File: config.mk
export PLATFORM = sky130hd
export DESIGN_NAME = p2s_rr_arbiter
export DESIGN_NICKNAME = d
export VERILOG_FILES = /design/src/rtl/p2s_rr_arbiter.sv
export SDC_FILE = /design/constraint.sdc
export NUM_CORES = 1
export LEC_CHECK = 0
export BUFFER_PORTS_ARGS = -buffer_cell sky130_fd_sc_hd__buf_4
export CORE_MARGIN = 1
export CORE_UTILIZATION = 50
export DETAILED_ROUTE_END_ITERATION = 10
export PLACE_DENSITY_LB_ADDON = 0.25
export SLEW_MARGIN = 20
export SYNTH_ARGS = -nofsm -noshare
export SYNTH_HDL_FRONTEND = slang
export SYNTH_SLANG_ARGS = --single-unit
File: constraint.sdc
create_clock -name clk -period 3.7 [get_ports clk]
set_input_delay 0.185 -clock clk [delete_from_list [all_inputs] [get_ports clk]]
set_output_delay 0.185 -clock clk [all_outputs]
set_load 0.1 [all_outputs]
File: src/rtl/p2s_rr_arbiter.sv
// Round-robin front end that funnels M requesters into one p2s serializer port.
// Optional P2S_ARB_HEADER_EN: each granted word is preceded by a {0, grant_id} header word.
module p2s_rr_arbiter #(
  parameter int N = 8,
  parameter int M = 4,
  localparam int IDW = (M > 1) ? $clog2(M) : 1
) (
  input  logic             clk,
  input  logic             rstn,
  input  logic [M*N-1:0]   req_data,
  input  logic [M-1:0]     req_valid,
  output logic [M-1:0]     req_ready,
  output logic [N-1:0]     p_data,
  output logic             p_valid,
  input  logic             p_ready,
  output logic [IDW-1:0]   grant_id,
  output logic             busy
);

`ifdef P2S_ARB_HEADER_EN
  typedef enum logic [1:0] {IDLE, HDR, SEND} state_t;
  logic [N-1:0] data_q;
`else
  typedef enum logic [1:0] {IDLE, SEND} state_t;
`endif

  state_t         state;
  logic [IDW-1:0] ptr;
  logic [IDW-1:0] winner;
  logic [IDW-1:0] ptr_nxt;
  logic           found;
  logic [N-1:0]   win_word;

  // Two passes emulate the circular search: indices at/after ptr first, then from 0.
  always_comb begin
    found    = 1'b0;
    winner   = '0;
    win_word = '0;
    for (int i = 0; i < M; i++) begin
      if (!found && req_valid[i] && (i >= int'(ptr))) begin
        found    = 1'b1;
        winner   = IDW'(i);
        win_word = req_data[i*N +: N];
      end
    end
    for (int i = 0; i < M; i++) begin
      if (!found && req_valid[i]) begin
        found    = 1'b1;
        winner   = IDW'(i);
        win_word = req_data[i*N +: N];
      end
    end
  end

  // Depends only on state/ptr/req_valid, so p_ready never reaches req_ready.
  assign req_ready = (rstn && (state == IDLE) && found) ? (M'(1) << winner) : '0;
  assign ptr_nxt   = (grant_id == IDW'(M-1)) ? '0 : grant_id + 1'b1;
  assign busy      = (state != IDLE);

  always_ff @(posedge clk or negedge rstn) begin
    if (!rstn) begin
      state    <= IDLE;
      ptr      <= '0;
      p_valid  <= 1'b0;
      p_data   <= '0;
      grant_id <= '0;
`ifdef P2S_ARB_HEADER_EN
      data_q   <= '0;
`endif
    end else begin
      case (state)
        IDLE: begin
          if (found) begin
            grant_id <= winner;
            p_valid  <= 1'b1;
`ifdef P2S_ARB_HEADER_EN
            data_q   <= win_word;
            p_data   <= N'(winner);
            state    <= HDR;
`else
            p_data   <= win_word;
            state    <= SEND;
`endif
          end
        end
`ifdef P2S_ARB_HEADER_EN
        HDR: begin
          if (p_ready) begin
            p_data <= data_q;
            state  <= SEND;
          end
        end
`endif
        SEND: begin
          if (p_ready) begin
            p_valid <= 1'b0;
            ptr     <= ptr_nxt;
            state   <= IDLE;
          end
        end
        default: state <= IDLE;
      endcase
    end
  end

endmodule

**After elaboration in Yosys (flattened, before gate mapping)**

Cells that the tools add are included.

- Bits in registers: 15
- Input port bits: 39

- Add/subtract/negate cells: 1
- Magnitude comparators: 3
- Eq/ne operators: 4
- Shifts and indexed selects: 1
- Mux-type cells: 31
- Reductions and logical operators: 26

Operator list:

| cell | count |
|---|---|
| $mux 8 | 8 |
| $mux 2 | 9 |
| $logic_and 1x1->1 | 12 |
| $mux 1 | 11 |
| $logic_not 1->1 | 7 |
| $reduce_and 2->1 | 3 |
| $ge 1x2->1 const A | 2 |
| $mux 4 | 1 |
| $ne 2x2->1 const B | 2 |
| $pmux 2 s2 | 1 |
| $reduce_bool 2->1 | 2 |
| $shl 1x2->4 const A | 1 |
| $reduce_and 3->1 | 1 |
| $add 2x1->2 const B | 1 |
| $eq 2x1->1 const B | 1 |
| $eq 2x2->1 const B | 1 |
| $ge 2x2->1 const A | 1 |
| $logic_not 2->1 | 1 |
| $pmux 1 s2 | 1 |

**Depth between registers and ports, before layout**

- Depth after elaboration: 28
- Depth in mapped cells: 7

**Worst setup path after synthesis**

Ideal clock, no wire load.

- Kind: reg-to-output
- Start point: register p_valid (netlist name)
- End point: output port req_ready[1]
- Arrival time: 4,344 ps
- Data required time: 3,515 ps
- Slack: -829 ps
- Cell stages (with the launch flop): 5
- Cells stage by stage: dfrtp_1 a21oi_1 buf_4 nand2_1 nor4_1

RTL lines:

| item | line | source |
|---|---|---|
| end, declared | 12 | `output logic [M-1:0] req_ready,` |

**Final worst setup path**

- Start point: register ptr[0]
- End point: output port req_ready[3]

- Cells in the longest elaborated chain, start to end: 28
- Elaborated cells on any way between the ends: 38

RTL lines:

| item | line | source |
|---|---|---|
| start, declared | 28 | `logic [IDW-1:0] ptr;` |
| start signal, assigned | 97 | `ptr <= ptr_nxt;` |
| $ge 1x2->1 | 40 | `if (!found && req_valid[i] && (i >= int'(ptr))) begin` |
| $logic_and 1x1->1 | 40 |  |
| $mux 1 | 40 |  |
| $logic_not 1->1 | 40 |  |
| $logic_and 1x1->1 (2 in series) | 40 |  |
| $mux 1 | 40 |  |
| $logic_not 1->1 | 40 |  |
| $logic_and 1x1->1 (2 in series) | 40 |  |
| [10 not listed] | -- |  |
| $logic_not 1->1 | 47 | `if (!found && req_valid[i]) begin` |
| $logic_and 1x1->1 | 47 |  |
| $mux 1 | 47 |  |
| $logic_not 1->1 | 47 |  |
| $logic_and 1x1->1 | 47 |  |
| $mux 2 / $mux 1 (equally long branches) | 47 |  |
| $shl 1x2->4 / $logic_and 1x1->1 (equally long branches) | 56 | `assign req_ready = (rstn && (state == IDLE) && found) ? (M'(1) << winner) : '0;` |
| $mux 4 * | 56 |  |

Every way passes the cells marked *; elsewhere a longest branch is shown, timed or not.

==> metrics.yaml <==
timing:
  period_needed_ns: 2.34
  finClkSkew_ns: 0.00748
  finalHoldViolCount: 0
  rsz0062_at_grt: "false"
  period_share: 0.632
  setup_viol: 0
  slew_headroom: 0.632
  drv_slew: 0
  max_freq_ghz: 0.428
  worst-slew-pin-transition_ns: 0.550
clocking:
  cts_tree: "built"
  path_clk_slew_ns: 0.10
  clk_path_buf_depth: 2
  cts-root-buf: "clkbuf_4"
  ctsResizeCount: 0
  htreeDepth: 1
  cts_made_buffers: 3
  clk_latency_ns: 0.29
  clock-sinks: 13
drt:
  drt_wl_total_um: 3610
  first_pass_iters: 4
  viasPerCell: 6.30
  drt-wirelength-per-cell_um: 16.0
  drtIter0Drc: 49
  drc: 0
  ant_nets: 0
  vias: 1417
global_route:
  grt_pass1_vias: 1324
  track_usage: 0.307
  grt_first_pass_wirelength_um: 5890
  grt-ovfl-total: 0
  grt_antenna_before_repair: 0
  grt_max_degree: 18
setup_path:
  crit_arrival_ns: 2.15
  start_kind: "flop"
  crit_chain: "and2b_4, o21ai_0, o21ai_0, nor2_1, and4_1, buf_4"
  crit_required_ns: 3.51
  cp-end-kind: "primary output"
  cp_top_family: "simple AND/OR/NAND/NOR gates"
  slowest_delay_ns: 0.52
  path_class: "reg -> out"
  crit_fanout: 12
  cpMaxStageDelayCell: "dfrtp_1"
  path_common_cell: "o21ai_0"
  critPathBufInv: 1
floorplan:
  rows: 17
  ios: 55
  die_width_um: 50.5
  core_sq_um: 2210
  dieArea_sq_um: 2550
  die_height_um: 50.5
  initial_utilization: 0.532
synth:
  synth_top_family_by_area: "compound AO/OA/AOI/OAI gates"
  avgSynthCellArea_sq_um: 8.00
  netlist_instances: 147
  synthMuxAreaShare: 0.0351
  yosysWarnings: 0
  yosys.area_share.simple: 0.250
  synth_adder_area_share: 0.0106
  synthXorXnorAreaFrac: 0
  yosysSeqAreaShare: 0.277
  syn-cell-area_sq_um: 1180
  synth_cell_type_count: 42
  synth-compound-area-share: 0.359
  synth.net_count: 187
  ys_ff_latch: 13
layout:
  area_growth_pct: 36.9
  final_common_cell: "buf_4"
  fin_nets: 238
  n_antenna_cell: 0
  stdcell_count: 225
  drive_gt1_frac: 0.371
  mostFrequentLayoutCells: "buf_4, a21oi_1, nand2_1"
  stdcell_area_sq_um: 1610
hold_path:
  hold_class: "in -> reg"
placement:
  io_buffers: 54
  place_congestion: 0.898
  place_inst: 220
  placed_area_sq_um: 1570
  dp_hpwl_um: 2730
job:
  cap_violations: 0
power_and_ir_drop:
  power.density_nw_per_um2: 956
  leakagePower_uw: 0.000730
  ir_drop_uv: 892
outcome:
  status: "finished clean"
## through the flow
stage	setup TNS, ns	hold slack (ns)	util	power (uW)	setup WS (ns)
final	0	0.0979	0.728	1540	1.36
after floorplan	-0.0246	-0.111	-	1220	-0.0246
after CTS	0	0.105	0.728	1540	1.37
after detailed placement	0	0.0469	0.712	1440	1.69
after global placement	0	0.0455	0.712	1420	1.78
after global routing	0	0.114	0.728	1630	1.18
## where the power goes
group          internal [uW]  switching, uW
sequential               213           82.4
clock                   41.9           55.0
combinational            319            827
## state kept, by name (all words and copies together) (netlist names)
name and count:
grant_id 2, p_data 8, p_valid 1, ptr 2
## final cells by class
cell class                      instances  area, sq um
Clock buffer                            4         26.3
Fill cell                             186          602
Inverter                                5         18.8
Multi-Input combinational cell        119          782
Sequential cell                        13          325
Tap cell                               28         35.0
Timing Repair Buffer                   56          423
## path summary, 6_finish.rpt
check	startpoint	to	slack, ns	depth (start not counted)
max in group asynchronous	rstn	ptr[1]	3.25	2
min	p_ready	p_valid	0.1	2
min reg2reg	grant_id[1]	grant_id[1]	0.53	2
max	ptr[0]	req_ready[3]	1.36	6
min in group asynchronous	rstn	p_data[1]	0.27	2
max reg2reg	ptr[0]	p_data[2]	1.69	5
## repair_timing
item	CTS	global route
hold buffers	1	0
buffers inserted	0	0
setup endpoints to repair	0	0
hold endpoints to repair	13	0
## kinds of logic (layout without fill, tap and decap cells)
logic type	Yosys count	in the layout
DFF	13	13
muxes	4	4
adders and majority gates	1	1
AOI/OAI and AO/OA	59	59
and+or+nand+nor	55	55
buffers and inverters	15	65
## cell usage after synthesis, drive strengths merged
library cell,n,area (sq um)
a21oi,20,100
nand2,15,56.3
dfrtp,13,325
nor2,13,51.3
a221oi,9,91.3
buf,6,47.5
nand3,6,30.0
inv,5,18.8
o21ai,5,25.0
clkbuf,4,15.0
o221a,4,45.0
o22ai,4,25.0
a2111oi,3,26.3
a31oi,3,18.8
and3b,3,26.3
mux2i,3,30.0
nand2b,3,26.3
nor3,3,15.0
o31ai,3,22.5
o32ai,3,26.3
a21o,2,16.3
and2b,2,18.8
and4,2,17.5
nand4,2,12.5
nor3b,2,15.0
nor4,2,12.5
a22oi,1,7.51
and2,1,6.26
ha,1,12.5
mux2,1,11.3
o211a,1,10.0
o21a,1,7.51
or2,1,6.26
## layer usage
metal | vias to the layer above | global-route usage | part of all wire
met5 | - | 0 | 0
met3 | 6 | 0.0424 | 0.082
li1 | 675 | - | -
met1 | 654 | 0.377 | 0.39
met2 | 82 | 0.531 | 0.51
met4 | 0 | 0.130 | 0.013
Power figures use the tool's default switching activity.
